[src/rtl/crossbar_pkg.sv]
// rtl/crossbar_pkg.sv - shared state encodings, select constants and routing helpers
package crossbar_pkg;

  typedef enum logic [1:0] {
    IDLE     = 2'd0,
    STRAIGHT = 2'd1,
    CROSS    = 2'd2
  } state_t;

  localparam logic SEL_STRAIGHT = 1'b0;
  localparam logic SEL_CROSS    = 1'b1;

  // Round-robin priority holder: which input wins the next same-destination conflict.
  localparam logic PRIO_IN1 = 1'b0;
  localparam logic PRIO_IN2 = 1'b1;

  // Output index (0 = out1, 1 = out2) that input src (0 = in1, 1 = in2) reaches under sel.
  function automatic logic route(input logic sel, input logic src);
    return sel ^ src;
  endfunction

  // Configuration that carries input src to output dest.
  function automatic logic cfg_for(input logic dest, input logic src);
    return dest ^ src;
  endfunction

endpackage

[src/rtl/crossbar_rr_arbiter.sv]
// rtl/crossbar_rr_arbiter.sv - two-input round-robin arbiter for the crossbar scheduler
module crossbar_rr_arbiter
  import crossbar_pkg::*;
(
  input  logic       clk,
  input  logic       rst,
  input  logic [1:0] req,
  input  logic       conflict,
  input  logic       update,
  output logic [1:0] grant
);

  logic prio;

  // Grant every requester unless both want the same output; then only the priority holder.
  always_comb begin
    grant = req;
    if (conflict) begin
      grant = (prio == PRIO_IN2) ? 2'b10 : 2'b01;
    end
  end

  // After a resolved conflict the loser holds priority for the next one.
  always_ff @(posedge clk or posedge rst) begin
    if (rst) begin
      prio <= PRIO_IN1;
    end else if (update && conflict) begin
      prio <= ~prio;
    end
  end

endmodule

[src/rtl/crossbar_scheduler.sv]
// rtl/crossbar_scheduler.sv - 2x2 packet crossbar with lock/join scheduling and registered outputs
module crossbar_scheduler
  import crossbar_pkg::*;
#(
  parameter int DATA_W = 8
) (
  input  logic              clk,
  input  logic              rst,
  input  logic              in1_valid,
  input  logic [DATA_W-1:0] in1_data,
  input  logic              in1_dest,
  input  logic              in1_last,
  output logic              in1_ready,
  input  logic              in2_valid,
  input  logic [DATA_W-1:0] in2_data,
  input  logic              in2_dest,
  input  logic              in2_last,
  output logic              in2_ready,
  output logic              out1_valid,
  output logic [DATA_W-1:0] out1_data,
  output logic              out1_last,
  output logic              out2_valid,
  output logic [DATA_W-1:0] out2_data,
  output logic              out2_last,
  output logic              select
);

  state_t state, state_nxt;
  logic   act1, act2, act1_nxt, act2_nxt;
  logic   locked, cur_sel;
  logic   acc1, acc2;
  logic   conflict, arb_update;
  logic [1:0] req, grant;

  logic              out1_fire, out2_fire;
  logic [DATA_W-1:0] out1_src_data, out2_src_data;
  logic              out1_src_last, out2_src_last;

  assign locked    = (state == STRAIGHT) || (state == CROSS);
  assign cur_sel   = (state == CROSS) ? SEL_CROSS : SEL_STRAIGHT;
  assign in1_ready = locked && act1;
  assign in2_ready = locked && act2;
  assign acc1      = in1_valid && in1_ready;
  assign acc2      = in2_valid && in2_ready;

  // Arbitration only matters in IDLE; a conflict is two requests for the same output.
  assign req        = {in2_valid, in1_valid};
  assign conflict   = in1_valid && in2_valid && (in1_dest == in2_dest);
  assign arb_update = (state == IDLE);

  crossbar_rr_arbiter u_arb (
    .clk      (clk),
    .rst      (rst),
    .req      (req),
    .conflict (conflict),
    .update   (arb_update),
    .grant    (grant)
  );

  // State and per-input active flags.
  always_ff @(posedge clk or posedge rst) begin
    if (rst) begin
      state <= IDLE;
      act1  <= 1'b0;
      act2  <= 1'b0;
    end else begin
      state <= state_nxt;
      act1  <= act1_nxt;
      act2  <= act2_nxt;
    end
  end

  // Arbitrate from IDLE, then hold the configuration until every active packet has ended.
  always_comb begin
    state_nxt = state;
    act1_nxt  = act1;
    act2_nxt  = act2;
    case (state)
      IDLE: begin
        act1_nxt = grant[0];
        act2_nxt = grant[1];
        if (grant[0]) begin
          state_nxt = (cfg_for(in1_dest, 1'b0) == SEL_CROSS) ? CROSS : STRAIGHT;
        end else if (grant[1]) begin
          state_nxt = (cfg_for(in2_dest, 1'b1) == SEL_CROSS) ? CROSS : STRAIGHT;
        end
      end
      STRAIGHT, CROSS: begin
        // A finished packet releases its input; an idle input may join the free output.
        if (acc1 && in1_last) begin
          act1_nxt = 1'b0;
        end else if (!act1 && in1_valid && (route(cur_sel, 1'b0) == in1_dest)) begin
          act1_nxt = 1'b1;
        end
        if (acc2 && in2_last) begin
          act2_nxt = 1'b0;
        end else if (!act2 && in2_valid && (route(cur_sel, 1'b1) == in2_dest)) begin
          act2_nxt = 1'b1;
        end
        if (!act1_nxt && !act2_nxt) begin
          state_nxt = IDLE;
        end
      end
      default: begin
        state_nxt = IDLE;
        act1_nxt  = 1'b0;
        act2_nxt  = 1'b0;
      end
    endcase
  end

  // Crossbar mux: pick the input feeding each output under the current configuration.
  always_comb begin
    out1_fire     = (cur_sel == SEL_CROSS) ? acc2 : acc1;
    out2_fire     = (cur_sel == SEL_CROSS) ? acc1 : acc2;
    out1_src_data = (cur_sel == SEL_CROSS) ? in2_data : in1_data;
    out2_src_data = (cur_sel == SEL_CROSS) ? in1_data : in2_data;
    out1_src_last = (cur_sel == SEL_CROSS) ? in2_last : in1_last;
    out2_src_last = (cur_sel == SEL_CROSS) ? in1_last : in2_last;
  end

  // Output registers: valid pulses per accepted beat, payload holds across bubbles.
  always_ff @(posedge clk or posedge rst) begin
    if (rst) begin
      out1_valid <= 1'b0;
      out1_data  <= '0;
      out1_last  <= 1'b0;
      out2_valid <= 1'b0;
      out2_data  <= '0;
      out2_last  <= 1'b0;
      select     <= SEL_STRAIGHT;
    end else begin
      select     <= cur_sel;
      out1_valid <= out1_fire;
      out2_valid <= out2_fire;
      if (out1_fire) begin
        out1_data <= out1_src_data;
        out1_last <= out1_src_last;
      end
      if (out2_fire) begin
        out2_data <= out2_src_data;
        out2_last <= out2_src_last;
      end
    end
  end

endmodule

[config.mk]
export PLATFORM = sky130hd
export DESIGN_NAME = crossbar_scheduler
export DESIGN_NICKNAME = d
export VERILOG_FILES = /design/src/rtl/crossbar_pkg.sv /design/src/rtl/crossbar_rr_arbiter.sv /design/src/rtl/crossbar_scheduler.sv
export SDC_FILE = /design/constraint.sdc
export NUM_CORES = 1
export LEC_CHECK = 0
export BUFFER_PORTS_ARGS = -buffer_cell sky130_fd_sc_hd__clkbuf_2
export CAP_MARGIN = 25
export CORE_MARGIN = 2
export CORE_UTILIZATION = 45
export DETAILED_ROUTE_END_ITERATION = 8
export GPL_ROUTABILITY_DRIVEN = 1
export HOLD_SLACK_MARGIN = 0.1
export PLACE_DENSITY_LB_ADDON = 0.3
export SLEW_MARGIN = 30
export SYNTH_ARGS = -nofsm -noshare
export SYNTH_HDL_FRONTEND = slang
export SYNTH_HIERARCHICAL = 1
export SYNTH_SLANG_ARGS = --single-unit
[constraint.sdc]
create_clock -name clk -period 4.69 [get_ports clk]
set_input_delay 0.938 -clock clk [delete_from_list [all_inputs] [get_ports clk]]
set_output_delay 0.938 -clock clk [all_outputs]
set_load 0.05 [all_outputs]
==> results of run 1 <==
cells in the final DEF, fill, tap and decap left out, drive strengths merged, types with 2 or more instances in the layout:
cell,count
dfrtp,26
xnor2,2
o21ai,22
and3,3
and3b,2
nand2,25
mux2i,21
inv,7
xor2,2
and2,2
ha,3
a21oi,2
clkbuf,50
stage by stage:
step / utilization, % / total power, W
finish: 55.59 / 0.001227
global route: 55.59 / 0.001308
CTS: 55.59 / 0.001240
detailed placement: 54.37 / 0.001129
global placement: 54.37 / 0.001111
floorplan: - / 0.0009781
how the worst max path moves through the flow:
stage / from / to / slack (ps) / depth (start not counted)
after floorplan: state[1]$_DFFE_PP0P_ / in2_ready / 2430 / 4
after global placement: in2_dest / state[0]$_DFFE_PP0P_ / 2290 / 8
after detailed placement: in2_dest / state[1]$_DFFE_PP0P_ / 2190 / 8
after CTS: state[0]$_DFFE_PP0P_ / in2_ready / 1920 / 4
after global routing: state[1]$_DFFE_PP0P_ / in2_ready / 1810 / 4
final: state[1]$_DFFE_PP0P_ / in2_ready / 1920 / 4
cell families after synthesis:
logic type / share of synthesized area (%)
xor+xnor: 3.092
fa+ha+maj: 2.728
mux: 16.36
simple gates: 12.18
buf+inv: 4.545
flops: 47.27
compound gates: 13.82
metal layers:
layer / track usage (%) / share of wire [%]
met1: 21.20 / 44
met2: 28.26 / 48
met3: 2.838 / 6.8
met4: 6.818 / 1.5
met5: 0 / 0
area by class of cell:
cell class	instances	area, um^2	share of cell area (%)
well taps	33	41.29	2.494
inverters	7	26.28	1.587
repair buffers	47	237.7	14.36
clock buffers	4	36.28	2.192
flip-flops and latches	26	650.6	39.30
multi-input cells	93	663.1	40.06
power breakdown:
| group | leakage (nW) | internal [W] | switching [W] |
|---|---|---|---|
| Combinational | 0.499 | 0.000209 | 0.000531 |
| Sequential | 0.330 | 0.000321 | 0.0000534 |
| Clock | 0.0210 | 0.0000475 | 0.0000648 |
| Total | 0.851 | 0.000578 | 0.000649 |
==> impl_results.html, run 1 <==
<table>
<tr><th>Metric</th><th>Value</th></tr>
<tr><th colspan="2">Logic synthesis</th></tr>
<tr><td>Number of enable-type register cells in the synthesized netlist</td><td>0</td></tr>
<tr><td>Dominant cell by count in the synthesized netlist</td><td>dfrtp_1</td></tr>
<tr><td>Register bit total from synthesis</td><td>26</td></tr>
<tr><td>Syn avg cell area</td><td>10.51 um^2</td></tr>
<tr><td>Top post-synthesis cells by area</td><td>dfrtp_1 (47%), mux2i_1 (15%), o21ai_1 (6.9%)</td></tr>
<tr><td>Cell count after synthesis</td><td>131</td></tr>
<tr><td>Number of nets produced by synthesis</td><td>roughly 160</td></tr>
<tr><td>Cell variety after synth</td><td>29</td></tr>
<tr><td>Yosys top cell by area</td><td>dfrtp_1</td></tr>
<tr><td>Ys async rst share</td><td>100.0%</td></tr>
<tr><td>Total of warnings raised by yosys</td><td>6</td></tr>
<tr><td>Area fraction of the dominant cell type after synthesis</td><td>between 40% and 50%</td></tr>
<tr><td>Post-Synthesis Cell Area</td><td>1376 um^2</td></tr>
<tr><td>Leading cell types by count after synthesis</td><td>dfrtp_1 (26), nand2_1 (25), mux2i_1 (21)</td></tr>
<tr><td>Fraction of the yosys area taken by sequential cells</td><td>47.27%</td></tr>
<tr><td>Dominant synthesized flop cell</td><td>dfrtp_1</td></tr>
<tr><th colspan="2">Clocking</th></tr>
<tr><td>Longest Clk Path Bufs</td><td>2</td></tr>
<tr><td>Clock-pin slew of the registers on the worst-case setup and hold paths</td><td>140 ps</td></tr>
<tr><td>Post-CTS Setup Bufs</td><td>0</td></tr>
<tr><td>Number of H-tree levels</td><td>1</td></tr>
<tr><td>Number of clock sinks</td><td>26</td></tr>
<tr><td>Root Buffer</td><td>clkbuf_4</td></tr>
<tr><td>Number of buffers created by CTS</td><td>3</td></tr>
<tr><td>Clock tree from TritonCTS</td><td>built</td></tr>
<tr><td>Post-CTS resize count</td><td>0</td></tr>
<tr><td>Later-pin clock latency in the skew report</td><td>320 ps</td></tr>
<tr><td>Number of buffers added to fix hold violations after cts</td><td>0</td></tr>
<tr><th colspan="2">Timing</th></tr>
<tr><td>Maximum clock frequency</td><td>361.4 MHz</td></tr>
<tr><td>Shortest period the worst path allows</td><td>2767 ps</td></tr>
<tr><td>Endpoints failing setup</td><td>0</td></tr>
<tr><td>Crit share post-route</td><td>59.00%</td></tr>
<tr><td>Final-report max-slew violation count</td><td>0</td></tr>
<tr><td>Worst Tran Pin Value</td><td>594.5 ps</td></tr>
<tr><td>Setup repair after global routing missed its margin</td><td>false</td></tr>
<tr><td>Max-slew headroom at the worst pin</td><td>between 60% and 70%</td></tr>
<tr><td>Setup skew after layout</td><td>8.551 ps</td></tr>
<tr><td>Final count of hold timing violations</td><td>0</td></tr>
<tr><td>Total negative slack</td><td>0 ps</td></tr>
<tr><td>Hold Worst Slack</td><td>427.9 ps</td></tr>
<tr><td>Least setup slack across all paths after layout</td><td>1923 ps</td></tr>
<tr><th colspan="2">Cells and area</th></tr>
<tr><td>Share of layout cells above drive strength 1</td><td>34.46%</td></tr>
<tr><td>Filler cell count in the final layout</td><td>280</td></tr>
<tr><td>Biggest regs</td><td>out1_data (8), out2_data (8), state (2)</td></tr>
<tr><td>Number of diodes added for antenna fixing</td><td>0</td></tr>
<tr><td>Final non-filler cell area</td><td>1655 um^2</td></tr>
<tr><td>Layout-stage area growth over the synthesis result</td><td>20.27%</td></tr>
<tr><td>Number of non-filler instances in the completed layout</td><td>210</td></tr>
<tr><td>Layout Nets</td><td>about 200</td></tr>
<tr><th colspan="2">Critical path</th></tr>
<tr><td>Sequence of cells on the critical path</td><td>inv_1 -&gt; ha_1 -&gt; and2_1 -&gt; clkbuf_2</td></tr>
<tr><td>Class of the most critical setup path</td><td>flop to output port</td></tr>
<tr><td>Kind of end point of the critical path</td><td>output port</td></tr>
<tr><td>Worst-path cell with the longest stage delay</td><td>ha_1</td></tr>
<tr><td>Buffer and inverter count on the worst path</td><td>2</td></tr>
<tr><td>CP startpoint kind</td><td>flop</td></tr>
<tr><td>Worst R2R Setup Slack</td><td>2700 ps</td></tr>
<tr><td>Endpoint arrival time on the critical path</td><td>about 1800 ps</td></tr>
<tr><td>Family of cells with the greatest summed delay on the critical path</td><td>adder cells</td></tr>
<tr><td>R2r worst-path depth</td><td>5</td></tr>
<tr><td>Critical path's largest stage delay</td><td>510 ps</td></tr>
<tr><td>Worst Path Max Fanout</td><td>8</td></tr>
<tr><td>Startpoint of the lowest-slack register-to-register path</td><td>state[0]$_DFFE_PP0P_</td></tr>
<tr><td>Worst Path Required</td><td>around 3800 ps</td></tr>
<tr><td>Worst R2R End</td><td>out1_data[2]$_DFFE_PP0P_</td></tr>
<tr><th colspan="2">Floorplan</th></tr>
<tr><td>Die Width</td><td>59.31 um</td></tr>
<tr><td>Effective utilization at floorplan</td><td>between 40% and 50%</td></tr>
<tr><td>Die height</td><td>around 60 um</td></tr>
<tr><td>Total I/O pin count</td><td>47</td></tr>
<tr><td>Core footprint</td><td>~3000 um^2</td></tr>
<tr><td>Full die area</td><td>3517 um^2</td></tr>
<tr><td>Row count</td><td>20</td></tr>
<tr><th colspan="2">Drt</th></tr>
<tr><td>Number of design rule violations left after detail routing</td><td>0</td></tr>
<tr><td>Detail Route Antenna Nets</td><td>0</td></tr>
<tr><td>Wire per inst</td><td>12.99 um</td></tr>
<tr><td>First-pass iteration count of the detailed router</td><td>4</td></tr>
<tr><td>Vias per cell</td><td>~5.2</td></tr>
<tr><td>Detailed-route via count</td><td>1096</td></tr>
<tr><td>Iter 0 DRT Violations</td><td>39</td></tr>
<tr><td>Final WL</td><td>2728 um</td></tr>
<tr><th colspan="2">Min path</th></tr>
<tr><td>HP Class</td><td>input pin to async pin</td></tr>
<tr><th colspan="2">Run status</th></tr>
<tr><td>Result of the run</td><td>finished, final reports clean</td></tr>
<tr><th colspan="2">Global routing</th></tr>
<tr><td>Overall overflow remaining after global route</td><td>0</td></tr>
<tr><td>GR Util All Layers</td><td>about 17%</td></tr>
<tr><td>Via count of the first global-routing pass</td><td>1017</td></tr>
<tr><td>Largest net degree at the start of global routing</td><td>26</td></tr>
<tr><td>Number of antenna violations at the first check in global routing</td><td>0</td></tr>
<tr><td>Global-route wire length before repair</td><td>between 4000 and 5000 um</td></tr>
<tr><th colspan="2">Place</th></tr>
<tr><td>Post-Place Cell Area</td><td>1619 um^2</td></tr>
<tr><td>Cells after DPL</td><td>~210</td></tr>
<tr><td>Setup Slack @ Placement</td><td>~2200 ps</td></tr>
<tr><td>Placed wire-length estimate</td><td>2165 um</td></tr>
<tr><td>Buffers added on ports</td><td>46</td></tr>
<tr><td>Weighted congestion reported at the end of routability-driven placement</td><td>between 0.8 and 0.9</td></tr>
<tr><th colspan="2">Power</th></tr>
<tr><td>VDD IR-drop max</td><td>261.8 uV</td></tr>
<tr><td>Total power divided by cell area</td><td>741.3 nW/um^2</td></tr>
<tr><td>LEAKAGE</td><td>0.8508 nW</td></tr>
<tr><th colspan="2">Run</th></tr>
<tr><td>Number of max-cap violations</td><td>0</td></tr>
</table>
No activity file was read; power rests on OpenSTA's default activity.
==> run 2: changes to the inputs <==
- CORE_UTILIZATION: 45 -> 44
- clock period: 4.69 -> 2.3 ns (I/O delays scaled with it)
==> impl_results.html, run 2 (synthesis gave the netlist of run 1 again) <==
<table>
<tr><th>Metric</th><th>Value</th></tr>
<tr><th colspan="2">Cells and area</th></tr>
<tr><td>Number of diodes added for antenna fixing</td><td>0</td></tr>
<tr><td>Layout-stage area growth over the synthesis result</td><td>22.91%</td></tr>
<tr><td>Most used cells in the layout excluding fill and tap cells</td><td>clkbuf_2 (45), dfrtp_1 (26), nand2_1 (25), mux2i_1 (21), o21ai_1 (19)</td></tr>
<tr><td>Utilization after layout</td><td>56.33%</td></tr>
<tr><td>Filler cell count in the final layout</td><td>293</td></tr>
<tr><td>Final non-filler cell area</td><td>about 1700 um^2</td></tr>
<tr><td>Area occupied by multi-input gates</td><td>~670 um^2</td></tr>
<tr><td>Share of layout cells above drive strength 1</td><td>between 30% and 40%</td></tr>
<tr><td>FF/Latch Area</td><td>650.6 um^2</td></tr>
<tr><td>Most frequent standard cell in the layout excluding fill and tap cells</td><td>clkbuf_2</td></tr>
<tr><td>Number of non-filler instances in the completed layout</td><td>212</td></tr>
<tr><td>Biggest regs</td><td>out1_data (8), out2_data (8), state (2)</td></tr>
<tr><td>Layout Nets</td><td>207</td></tr>
<tr><th colspan="2">Clocking</th></tr>
<tr><td>Number of clock sinks</td><td>26</td></tr>
<tr><td>Number of H-tree levels</td><td>1</td></tr>
<tr><td>Longest Clk Path Bufs</td><td>2</td></tr>
<tr><td>Root Buffer</td><td>clkbuf_4</td></tr>
<tr><td>Clock tree from TritonCTS</td><td>built</td></tr>
<tr><td>Number of buffers created by CTS</td><td>3</td></tr>
<tr><td>Clock-pin slew of the registers on the worst-case setup and hold paths</td><td>~140 ps</td></tr>
<tr><td>Later-pin clock latency in the skew report</td><td>310 ps</td></tr>
<tr><th colspan="2">Timing</th></tr>
<tr><td>Total negative slack</td><td>0 ps</td></tr>
<tr><td>Setup repair after global routing missed its margin</td><td>false</td></tr>
<tr><td>Maximum clock frequency</td><td>about 450 MHz</td></tr>
<tr><td>Setup skew after layout</td><td>6.226 ps</td></tr>
<tr><td>Shortest period the worst path allows</td><td>between 2000 and 2500 ps</td></tr>
<tr><td>Final count of hold timing violations</td><td>0</td></tr>
<tr><td>Max-slew headroom at the worst pin</td><td>69.85%</td></tr>
<tr><td>Crit share post-route</td><td>95.63%</td></tr>
<tr><td>Endpoints failing setup</td><td>0</td></tr>
<tr><td>Worst Tran Pin Value</td><td>450.6 ps</td></tr>
<tr><td>Final-report max-slew violation count</td><td>0</td></tr>
<tr><th colspan="2">Place</th></tr>
<tr><td>Buffers added on ports</td><td>46</td></tr>
<tr><td>Placed wire-length estimate</td><td>2273 um</td></tr>
<tr><td>Weighted congestion reported at the end of routability-driven placement</td><td>0.8125</td></tr>
<tr><td>Cells after DPL</td><td>207</td></tr>
<tr><td>Post-Place Cell Area</td><td>1627 um^2</td></tr>
<tr><th colspan="2">Critical path</th></tr>
<tr><td>Kind of end point of the critical path</td><td>output port</td></tr>
<tr><td>Endpoint arrival time on the critical path</td><td>1740 ps</td></tr>
<tr><td>Worst Path Max Fanout</td><td>8</td></tr>
<tr><td>Class of the most critical setup path</td><td>flop to output port</td></tr>
<tr><td>Worst Path Required</td><td>1840 ps</td></tr>
<tr><td>CP startpoint kind</td><td>flop</td></tr>
<tr><th colspan="2">Drt</th></tr>
<tr><td>Number of design rule violations left after detail routing</td><td>0</td></tr>
<tr><td>Detailed-route via count</td><td>1100</td></tr>
<tr><td>Detail Route Antenna Nets</td><td>0</td></tr>
<tr><td>First-pass iteration count of the detailed router</td><td>4</td></tr>
<tr><td>Final WL</td><td>2801 um</td></tr>
<tr><td>Vias per cell</td><td>5.189</td></tr>
<tr><td>Iter 0 DRT Violations</td><td>41</td></tr>
<tr><td>Wire per inst</td><td>13.21 um</td></tr>
<tr><th colspan="2">Power</th></tr>
<tr><td>VDD IR-drop max</td><td>829.4 uV</td></tr>
<tr><td>Total Power</td><td>0.002594 W</td></tr>
<tr><td>Total power divided by cell area</td><td>1533 nW/um^2</td></tr>
<tr><td>LEAKAGE</td><td>0.8672 nW</td></tr>
<tr><th colspan="2">Floorplan</th></tr>
<tr><td>Die height</td><td>59.93 um</td></tr>
<tr><td>Die Width</td><td>59.93 um</td></tr>
<tr><td>Core footprint</td><td>3003 um^2</td></tr>
<tr><td>Effective utilization at floorplan</td><td>45.83%</td></tr>
<tr><td>Total I/O pin count</td><td>47</td></tr>
<tr><td>Row count</td><td>20</td></tr>
<tr><td>Full die area</td><td>~3600 um^2</td></tr>
<tr><th colspan="2">Global routing</th></tr>
<tr><td>Number of antenna violations at the first check in global routing</td><td>0</td></tr>
<tr><td>Via count of the first global-routing pass</td><td>between 1k and 1.5k</td></tr>
<tr><td>Overall overflow remaining after global route</td><td>0</td></tr>
<tr><td>GR Util All Layers</td><td>roughly 17%</td></tr>
<tr><td>Largest net degree at the start of global routing</td><td>26</td></tr>
<tr><td>Global-route wire length before repair</td><td>4581 um</td></tr>
<tr><th colspan="2">Run status</th></tr>
<tr><td>Result of the run</td><td>finished, final reports clean</td></tr>
<tr><th colspan="2">Min path</th></tr>
<tr><td>HP Class</td><td>input pin to flop</td></tr>
<tr><th colspan="2">Run</th></tr>
<tr><td>Number of max-cap violations</td><td>0</td></tr>
</table>
==> run 2: power by group <==
| group | internal (W) | switching, W |
|---|---|---|
| clock network | 0.000176 | 0.000128 |
| logic | 0.000436 | 0.00109 |
| registers | 0.000654 | 0.000110 |
| total | 0.00127 | 0.00133 |
==> run 2: final cells by class <==
cell class | instances | share of cell area, %
clock buffers | 3 | 1.331
clock inverters | 1 | 1.775
inverters | 7 | 1.553
multi-input cells | 93 | 39.35
flip-flops and latches | 26 | 38.46
well taps | 33 | 2.441
repair buffers | 49 | 15.09
==> run 2: metrics by stage <==
stage / setup slack [ps] / hold slack [ps]
global placement: 367.2 / 289.5
finish: 100.5 / 427.4
global route: 11.94 / 443.9
CTS: 73.25 / 422.6
detailed placement: 236.2 / 289.3
floorplan: 414.7 / 188.7
==> run 2: what timing repair did <==
| action | CTS | global route |
|---|---|---|
| resized for setup | 1 | 1 |
| endpoints found under the hold margin | 1 | 0 |
| endpoints found under the setup margin | 1 | 1 |
| hold buffers | 1 | 0 |
| buffers inserted | 0 | 0 |
==> run 2: path summary, 6_finish.rpt <==
kind / endpoint / slack (ps) / startpoint / cells past startpoint
max: in2_ready / 100 / state[1]$_DFFE_PP0P_ / 4
min: out1_data[6]$_DFFE_PP0P_ / 430 / in1_data[6] / 3
max reg2reg: out1_data[5]$_DFFE_PP0P_ / 520 / state[0]$_DFFE_PP0P_ / 6
min reg2reg: out1_data[4]$_DFFE_PP0P_ / 500 / out1_data[4]$_DFFE_PP0P_ / 2
max in group asynchronous: out2_data[1]$_DFFE_PP0P_ / 1350 / rst / 4
min in group asynchronous: u_arb/prio$_DFFE_PP0P_ / 500 / rst / 3
==> run 2: critical path: stages (launching register included) <==
cell     delay, ps
dfrtp_1        410
inv_1           70
ha_2           460
and2_1         210
buf_2          280
==> run 2: layer usage <==
metal  part of all wire, %  up-vias  track usage, %
met5                     0        -               0
met4                  0.46        0           4.762
met3                   5.3        2           2.597
met2                    49       39           31.06
met1                    45      513           21.10
li1                      -      546               -
==> run 3: changes to the inputs <==
- CORE_UTILIZATION: 44 -> 45
- clock period: 2.3 -> 2.4 ns (I/O delays scaled with it)
==> impl_results.html, run 3 (synthesis gave the netlist of run 1 again) <==
<table>
<tr><th>Metric</th><th>Value</th></tr>
<tr><th colspan="2">Critical path</th></tr>
<tr><td>CP startpoint kind</td><td>flop</td></tr>
<tr><td>Critical path's largest stage delay</td><td>460 ps</td></tr>
<tr><td>Kind of end point of the critical path</td><td>output port</td></tr>
<tr><td>Worst Path Required</td><td>approximately 1900 ps</td></tr>
<tr><td>Worst Path Max Fanout</td><td>8</td></tr>
<tr><td>Sequence of cells on the critical path</td><td>inv_1 -&gt; ha_2 -&gt; and2_1 -&gt; clkbuf_2</td></tr>
<tr><td>Worst-path cell with the longest stage delay</td><td>ha_2</td></tr>
<tr><td>Endpoint arrival time on the critical path</td><td>approximately 1800 ps</td></tr>
<tr><td>R2r worst-path depth</td><td>6</td></tr>
<tr><td>Class of the most critical setup path</td><td>flop to output port</td></tr>
<tr><th colspan="2">Timing</th></tr>
<tr><td>Setup repair after global routing missed its margin</td><td>false</td></tr>
<tr><td>Maximum clock frequency</td><td>447.6 MHz</td></tr>
<tr><td>Final-report max-slew violation count</td><td>0</td></tr>
<tr><td>Hold Worst Slack</td><td>around 440 ps</td></tr>
<tr><td>Shortest period the worst path allows</td><td>2234 ps</td></tr>
<tr><td>Max-slew headroom at the worst pin</td><td>65.91%</td></tr>
<tr><td>Least setup slack across all paths after layout</td><td>165.8 ps</td></tr>
<tr><td>Crit share post-route</td><td>about 93%</td></tr>
<tr><td>Endpoints failing setup</td><td>0</td></tr>
<tr><td>Setup skew after layout</td><td>5.362 ps</td></tr>
<tr><td>Total negative slack</td><td>0 ps</td></tr>
<tr><td>Final count of hold timing violations</td><td>0</td></tr>
<tr><td>Worst Tran Pin Value</td><td>around 510 ps</td></tr>
<tr><th colspan="2">Cells and area</th></tr>
<tr><td>Layout Nets</td><td>206</td></tr>
<tr><td>Number of diodes added for antenna fixing</td><td>0</td></tr>
<tr><td>Most used cells in the layout excluding fill and tap cells</td><td>clkbuf_2 (46), dfrtp_1 (26), nand2_1 (25), mux2i_1 (21), o21ai_1 (19)</td></tr>
<tr><td>Final non-filler cell area</td><td>1668 um^2</td></tr>
<tr><td>Share of layout cells above drive strength 1</td><td>34.83%</td></tr>
<tr><td>Layout-stage area growth over the synthesis result</td><td>21.18%</td></tr>
<tr><td>Biggest regs</td><td>out1_data (8), out2_data (8), state (2)</td></tr>
<tr><td>Most frequent standard cell in the layout excluding fill and tap cells</td><td>clkbuf_2</td></tr>
<tr><th colspan="2">Floorplan</th></tr>
<tr><td>Full die area</td><td>3517 um^2</td></tr>
<tr><td>Total I/O pin count</td><td>47</td></tr>
<tr><td>Core footprint</td><td>2978 um^2</td></tr>
<tr><td>Row count</td><td>20</td></tr>
<tr><td>Effective utilization at floorplan</td><td>46.22%</td></tr>
<tr><td>Die Width</td><td>59.31 um</td></tr>
<tr><td>Die height</td><td>59.31 um</td></tr>
<tr><th colspan="2">Place</th></tr>
<tr><td>Buffers added on ports</td><td>46</td></tr>
<tr><td>Post-Place Cell Area</td><td>between 1500 and 2000 um^2</td></tr>
<tr><td>Placed wire-length estimate</td><td>about 2200 um</td></tr>
<tr><td>Setup Slack @ Placement</td><td>289.0 ps</td></tr>
<tr><td>Weighted congestion reported at the end of routability-driven placement</td><td>0.7956</td></tr>
<tr><th colspan="2">Drt</th></tr>
<tr><td>Number of design rule violations left after detail routing</td><td>0</td></tr>
<tr><td>Detailed-route via count</td><td>1099</td></tr>
<tr><td>Detail Route Antenna Nets</td><td>0</td></tr>
<tr><td>Final WL</td><td>around 2800 um</td></tr>
<tr><td>Iter 0 DRT Violations</td><td>55</td></tr>
<tr><td>First-pass iteration count of the detailed router</td><td>5</td></tr>
<tr><td>Wire per inst</td><td>13.38 um</td></tr>
<tr><td>Vias per cell</td><td>~5.2</td></tr>
<tr><th colspan="2">Clocking</th></tr>
<tr><td>Post-CTS Setup Bufs</td><td>0</td></tr>
<tr><td>Longest Clk Path Bufs</td><td>2</td></tr>
<tr><td>Number of clock sinks</td><td>26</td></tr>
<tr><td>Clock tree from TritonCTS</td><td>built</td></tr>
<tr><td>Later-pin clock latency in the skew report</td><td>320 ps</td></tr>
<tr><td>Root Buffer</td><td>clkbuf_4</td></tr>
<tr><td>Number of buffers created by CTS</td><td>3</td></tr>
<tr><td>Clock-pin slew of the registers on the worst-case setup and hold paths</td><td>140 ps</td></tr>
<tr><td>Number of H-tree levels</td><td>1</td></tr>
<tr><th colspan="2">Power</th></tr>
<tr><td>Switching Share</td><td>53.09%</td></tr>
<tr><td>P_sw</td><td>0.001286 W</td></tr>
<tr><td>Combinational fraction of design power</td><td>~60%</td></tr>
<tr><td>VDD IR-drop max</td><td>roughly 650 uV</td></tr>
<tr><td>Total power divided by cell area</td><td>1452 nW/um^2</td></tr>
<tr><td>LEAKAGE</td><td>0.8538 nW</td></tr>
<tr><td>Total Power</td><td>0.002422 W</td></tr>
<tr><td>Clock share of power</td><td>9.3%</td></tr>
<tr><td>Share of total power in sequential cells</td><td>30.6%</td></tr>
<tr><td>Internal portion of total power</td><td>0.001136 W</td></tr>
<tr><th colspan="2">Run</th></tr>
<tr><td>Number of max-cap violations</td><td>0</td></tr>
<tr><th colspan="2">Global routing</th></tr>
<tr><td>Via count of the first global-routing pass</td><td>1021</td></tr>
<tr><td>Number of antenna violations at the first check in global routing</td><td>0</td></tr>
<tr><td>Global-route wire length before repair</td><td>4692 um</td></tr>
<tr><td>Overall overflow remaining after global route</td><td>0</td></tr>
<tr><td>Largest net degree at the start of global routing</td><td>26</td></tr>
<tr><td>GR Util All Layers</td><td>17.97%</td></tr>
<tr><th colspan="2">Min path</th></tr>
<tr><td>Count of cells along the worst hold path</td><td>3</td></tr>
<tr><td>HP Class</td><td>input pin to flop</td></tr>
<tr><th colspan="2">Run status</th></tr>
<tr><td>Result of the run</td><td>finished, final reports clean</td></tr>
</table>
## run 3: changes by cell type in the layout (fill, tap and decap cells not counted)
cell / change
buf_2: -1
buf_4: -1
bufinv_16: -1
clkbuf_2: +1
clkbuf_8: +1
inv_1: -1
inv_2: +1
## run 3: metrics by stage
step / util, % / cells
2_1_floorplan: - / 131
3_3_place_gp: 54.37 / 206
3_5_place_dp: 54.37 / 206
4_1_cts: 55.92 / 211
5_1_grt: 56.01 / 211
6_report: 56.01 / 211
## run 3: final cells by class
cell class                 instances  area (um^2)
fill                             283         1310
multi-input combinational         93        665.6
sequential                        26        650.6
timing repair buffer              48        247.7
tap                               33        41.29
clock buffer                       4        36.28
inverter                           7        26.28
## run 3: worst max-delay path: cells and delay by family, from the launching register on
family / cells / cell delay, ps
adders and majority gates: 1 / 460
buffers and inverters: 2 / 360
DFF: 1 / 400
and+or+nand+nor: 1 / 200
## run 3: per-layer routing
metal	part of all wire (%)	GRT usage, %	routed length, um	up-vias
met4	1.4	6.818	39	0
li1	-	-	-	541
met2	47	29.20	1326	46
met1	45	23.92	1284	507
met3	6.2	3.057	174	5
met5	0	0	0	-
## run 3: repair_timing
item,in CTS,in global routing
hold endpoints to repair,1,0
gates resized for setup,0,1
endpoints found under the setup margin,0,1
hold buffers,1,0
## run 3: power groups by stage
stage	Sequential, W	Clock [W]	Combinational [W]
2_1_floorplan	0.00125	0	0.000657
3_3_place_gp	0.000740	0	0.00144
3_5_place_dp	0.000751	0	0.00146
4_1_cts	0.000741	0.000224	0.00146
5_1_grt	0.000760	0.000249	0.00157
6_report	0.000741	0.000224	0.00146
## run 3: path summary, 6_finish.rpt
kind,startpoint,endpoint,slack (ps)
min in group asynchronous,rst,u_arb/prio$_DFFE_PP0P_,530
max in group asynchronous,rst,out1_data[1]$_DFFE_PP0P_,1320
min reg2reg,out2_data[0]$_DFFE_PP0P_,out2_data[0]$_DFFE_PP0P_,500
min,in2_data[5],out2_data[5]$_DFFE_PP0P_,440
max reg2reg,state[0]$_DFFE_PP0P_,state[0]$_DFFE_PP0P_,620
max,state[1]$_DFFE_PP0P_,in2_ready,170
